--- src/rtl/imem_loader.sv ---
// imem_loader: streams a word-count header plus big-endian payload bytes into
// the byte-wide instruction memory, holding the fetch stage in reset until the
// final byte write has been launched.
module imem_loader #(
   parameter int ADDR_W = 10
) (
   input  logic              clk,
   input  logic              reset,
   input  logic              start,
   input  logic              in_valid,
   input  logic [7:0]        in_data,
   output logic              in_ready,
   output logic              mem_we,
   output logic [ADDR_W-1:0] mem_addr,
   output logic [7:0]        mem_wdata,
   output logic              cpu_hold,
   output logic              busy,
   output logic              done,
   output logic              err
);

   localparam logic [2:0] IDLE   = 3'd0;
   localparam logic [2:0] HDR_HI = 3'd1;
   localparam logic [2:0] HDR_LO = 3'd2;
   localparam logic [2:0] DATA   = 3'd3;
   localparam logic [2:0] DONE   = 3'd4;
   localparam logic [2:0] ERR    = 3'd5;

   // Largest legal word count: exactly fills the memory.
   localparam logic [16:0] CAPACITY = 17'd1 << (ADDR_W - 2);

   logic [2:0]  state;
   logic [7:0]  n_hi;
   logic [15:0] n_words;
   logic [17:0] byte_cnt;
   logic        accept;
   logic [16:0] n_full;
   logic        last_byte;

   assign accept    = in_valid && in_ready;
   // Word count as it will be once the low header byte is latched.
   assign n_full    = {1'b0, n_hi, in_data};
   // Counter is wide enough that 4*N never overflows for any 16-bit N.
   assign last_byte = (byte_cnt == ({n_words, 2'b00} - 18'd1));

   // Ready decode: bytes are only taken while a load is in progress.
   always_comb begin
      in_ready = 1'b0;
      case (state)
         HDR_HI:  in_ready = 1'b1;
         HDR_LO:  in_ready = 1'b1;
         DATA:    in_ready = 1'b1;
         default: in_ready = 1'b0;
      endcase
   end

   // Loader FSM, header capture, byte counter and registered memory write port.
   always_ff @(posedge clk or negedge reset) begin
      if (!reset) begin
         state     <= IDLE;
         n_hi      <= 8'd0;
         n_words   <= 16'd0;
         byte_cnt  <= 18'd0;
         mem_we    <= 1'b0;
         mem_addr  <= '0;
         mem_wdata <= 8'd0;
         cpu_hold  <= 1'b1;
         busy      <= 1'b0;
         done      <= 1'b0;
         err       <= 1'b0;
      end else begin
         mem_we <= 1'b0;
         case (state)
            IDLE: begin
               if (start) begin
                  state <= HDR_HI;
                  busy  <= 1'b1;
               end
            end
            HDR_HI: begin
               if (accept) begin
                  n_hi  <= in_data;
                  state <= HDR_LO;
               end
            end
            HDR_LO: begin
               if (accept) begin
                  n_words  <= n_full[15:0];
                  byte_cnt <= 18'd0;
                  if (n_full == 17'd0) begin
                     state    <= DONE;
                     done     <= 1'b1;
                     cpu_hold <= 1'b0;
                     busy     <= 1'b0;
                  end else if (n_full > CAPACITY) begin
                     state <= ERR;
                     err   <= 1'b1;
                     busy  <= 1'b0;
                  end else begin
                     state <= DATA;
                  end
               end
            end
            DATA: begin
               // start is deliberately ignored here; the load runs to completion.
               if (accept) begin
                  mem_we    <= 1'b1;
                  mem_addr  <= byte_cnt[ADDR_W-1:0];
                  mem_wdata <= in_data;
                  byte_cnt  <= byte_cnt + 18'd1;
                  if (last_byte) begin
                     state    <= DONE;
                     done     <= 1'b1;
                     cpu_hold <= 1'b0;
                     busy     <= 1'b0;
                  end
               end
            end
            DONE: begin
               if (start) begin
                  state    <= HDR_HI;
                  done     <= 1'b0;
                  cpu_hold <= 1'b1;
                  busy     <= 1'b1;
               end
            end
            ERR: begin
               if (start) begin
                  state <= HDR_HI;
                  err   <= 1'b0;
                  busy  <= 1'b1;
               end
            end
            default: begin
               state    <= IDLE;
               cpu_hold <= 1'b1;
               busy     <= 1'b0;
               done     <= 1'b0;
               err      <= 1'b0;
            end
         endcase
      end
   end

endmodule

--- config.mk ---
export PLATFORM = sky130hd
export DESIGN_NAME = imem_loader
export DESIGN_NICKNAME = d
export VERILOG_FILES = /design/src/rtl/imem_loader.sv
export SDC_FILE = /design/constraint.sdc
export NUM_CORES = 1
export LEC_CHECK = 0
export ABC_AREA = 1
export CAP_MARGIN = 20
export CORE_AREA = 5 5 104 106
export CTS_BUF_LIST = sky130_fd_sc_hd__clkbuf_4 sky130_fd_sc_hd__clkbuf_8
export CTS_CLUSTER_DIAMETER = 120
export DETAILED_ROUTE_END_ITERATION = 16
export DIE_AREA = 0 0 109 111
export GPL_TIMING_DRIVEN = 0
export PLACE_DENSITY = 0.66
export SETUP_SLACK_MARGIN = 0.2
export SYNTH_ARGS = -nofsm -noshare
export SYNTH_HDL_FRONTEND = slang
export SYNTH_SLANG_ARGS = --single-unit
--- constraint.sdc ---
create_clock -name clk -period 3.5 [get_ports clk]
set_clock_uncertainty 0.15 [all_clocks]
set_input_delay 0.7 -clock clk [delete_from_list [all_inputs] [get_ports clk]]
set_output_delay 0.7 -clock clk [all_outputs]
set_load 0.01 [all_outputs]
==> impl_metrics.yaml <==
global_routing:
  antenna_found_initial: 0
  grt_pass1_vias: 3071
  grt_max_degree: 69
  grt_pass1_wl_mm: 14.8
  grt_usage: 0.152
  grt_overflow_total: 0
floorplan:
  die_x_um: 109
  rows: 36
  dieArea_um2: 12100
  ios: 36
  initial_core_util: 0.372
  die_h_um: 111
  core_um2: 9680
worst_setup_path:
  critPathLaunchType: "register"
  critical_path_arrival_ns: 1.83
  crit_top_cell: "inv_1"
  cp_data_required_time_ns: 2.65
  cp_max_fo: 5
  path_class: "register to output pin"
  cp-end-kind: "output pin"
  worstRegToRegCells: 13
  max_stage_delay_ns: 0.54
  slowest_stage: "clkdlybuf4s50_1"
  crit_chain: "inv_1, nor2_1, inv_1, nand2_1, clkdlybuf4s50_1"
clocking:
  cts_tree: "done"
  cts_inserted_buffers: 9
  postCtsHoldBufs: 0
  cts_resized: 0
  postCtsSetupBuffers: 0
  cts.sink_count: 68
  clk_latency_ns: 0.36
  h-tree-depth: 3
  clk_pin_slew_ns: 0.08
  clockBufferDepth: 2
  cts_root_buffer: "clkbuf_8"
finish:
  drive_above_1_share: 0.0939
  fillerInstances: 938
  nNetsFinal: 531
  layout_common_cells: "nand2_1 (140), dfrtp_1 (67), o21ai_0 (56), inv_1 (55), nor2_1 (40)"
  final_util: 0.446
  area_delta_synth_final_pct: 19.8
  final_common_cell: "nand2_1"
  seqCellArea_um2: 1700
  diodes: 0
  multi_input_area_um2: 1640
  fin_cells: 655
placed_design:
  hpwl_mm: 6.38
  numPortBuffers: 35
  routabilityCongestion: 0.907
  dp.cells: 639
  place_ws_ns: 0.761
pwr:
  p_comb_frac: 0.415
  leakage_nw: 2.05
  p_int_w: 0.00194
  power.switching_w: 0.00136
  p_total_w: 0.00330
  swShare: 0.412
  pwr-share-clk: 0.205
  vdd_drop_max_v: 0.000394
  pwr-share-seq: 0.380
  p_per_area_nw_per_um2: 764
logic_synthesis:
  syn_inst: 471
  ys_top_cells_by_area: "dfrtp_1 (47%), nand2_1 (15%), o21ai_0 (7.8%)"
  synth-seq-cells: 68
  syn_nets: 485
  yosysWarnings: 0
  yosysTopAreaCellShare: 0.465
  ys_types: 35
  synth_area_leader_cell: "dfrtp_1"
  syn_area_per_cell_um2: 7.65
  yosysSeqAreaShare: 0.473
  ys.flop_type: "dfrtp_1"
  async_flop_share: 1.00
  synth_edf_count: 0
  netlist_area_um2: 3600
detailed_routing:
  vias: 3171
  routedWlPerCell_um: 13.2
  avgViaCountPerCell: 4.84
  ant_nets: 0
  dr.pass1.iters: 4
  drtIter0Drc: 145
  drt-total-wl_mm: 8.66
  drc: 0
sta:
  tightest_slew_ns: 0.856
  final_hold_viol_count: 0
  setup_tns_ns: 0
  fin_crit_ns: 2.68
  rsz0062_at_grt: "no"
  finalWorstSetupSlack_ns: 0.817
  setup_violations: 0
  min_period_over_period: 0.767
  final_max_slew_viol_count: 0
  max_freq_mhz: 373
  relSlewSlack: 0.429
job:
  maxCapViolCount: 0
worst_hold_path:
  hold_class: "input port to async pin"
run_status:
  status: "complete, no violations"
area by class of cell:
| cell class | instances | area share |
|---|---|---|
| multi-input cells | 335 | 0.380 |
| well taps | 133 | 0.0385 |
| repair buffers | 35 | 0.0806 |
| inverters | 59 | 0.0513 |
| plain buffers | 9 | 0.00869 |
| clock buffers | 10 | 0.0319 |
| clock inverters | 6 | 0.0145 |
| flip-flops and latches | 68 | 0.394 |
layer usage:
| layer | global-route usage | vias up | share of wire |
|---|---|---|---|
| li1 | - | 1604 | - |
| met1 | 0.214 | 1480 | 0.49 |
| met2 | 0.232 | 72 | 0.46 |
| met3 | 0.0268 | 15 | 0.035 |
| met4 | 0.0539 | 0 | 0.013 |
| met5 | 0 | - | 0 |
path summary, 6_finish.rpt:
check                                        from                  endpoint  slack [ns]
max in group asynchronous                   reset  mem_wdata[6]$_DFFE_PN0P_        2.33
max reg2reg                n_words[0]$_DFFE_PN0P_          busy$_DFFE_PN0P_        1.24
min reg2reg                  cpu_hold$_DFFE_PN1P_      cpu_hold$_DFFE_PN1P_        0.33
min                                         reset   mem_addr[6]$_DFFE_PN0P_        0.30
min in group clk             cpu_hold$_DFFE_PN1P_      cpu_hold$_DFFE_PN1P_        0.33
max                          state[0]$_DFFE_PN0P_                  in_ready        0.82
through the flow:
stage | area [um2] | hold WS [ns]
finish | 4320 | 0.296
global route | 4320 | 0.358
CTS | 4320 | 0.337
detailed placement | 4120 | 0.317
global placement | 4120 | 0.308
floorplan | 3600 | 0.254
power by group through the flow:
stage	Combinational [W]	Clock [W]	Sequential, W
global placement	0.00134	0	0.00126
global route	0.00157	0.000724	0.00129
finish	0.00137	0.000675	0.00125
detailed placement	0.00137	0	0.00126
CTS	0.00138	0.000690	0.00125
floorplan	0.000887	0	0.00126
cells in the mapped netlist, types with 2 or more instances:
master,n
dfrtp_1,67
nand2_1,140
inv_2,4
nand4_1,9
inv_1,55
ha_1,2
xnor2_1,5
nor2_1,40
nand2_2,5
o21ai_0,56
nand3_2,2
buf_2,3
a21oi_1,13
o21ai_1,5
xor2_1,4
nor3_1,4
clkbuf_1,6
nor2_2,5
nand3_1,24
nand3b_1,3
nor2_4,5
critical path: cells and delay by family (launching register included):
family	cells	cell delay [ns]
flops	1	0.40
simple gates	2	0.29
buf+inv	3	0.79
cells by family after synthesis:
logic type | after synthesis | synth area share
simple gates | 246 | 0.315
compound gates | 78 | 0.111
buf+inv | 68 | 0.0719
fa+ha+maj | 2 | 0.00694
xor+xnor | 9 | 0.0219
flops | 68 | 0.473
state kept, by name, indices dropped and copies added (netlist names), 3 cells and up:
name,flops
state,3
byte_cnt,18
n_words,16
n_hi,8
mem_addr,10
mem_wdata,8
Power figures use the tool's default switching activity.
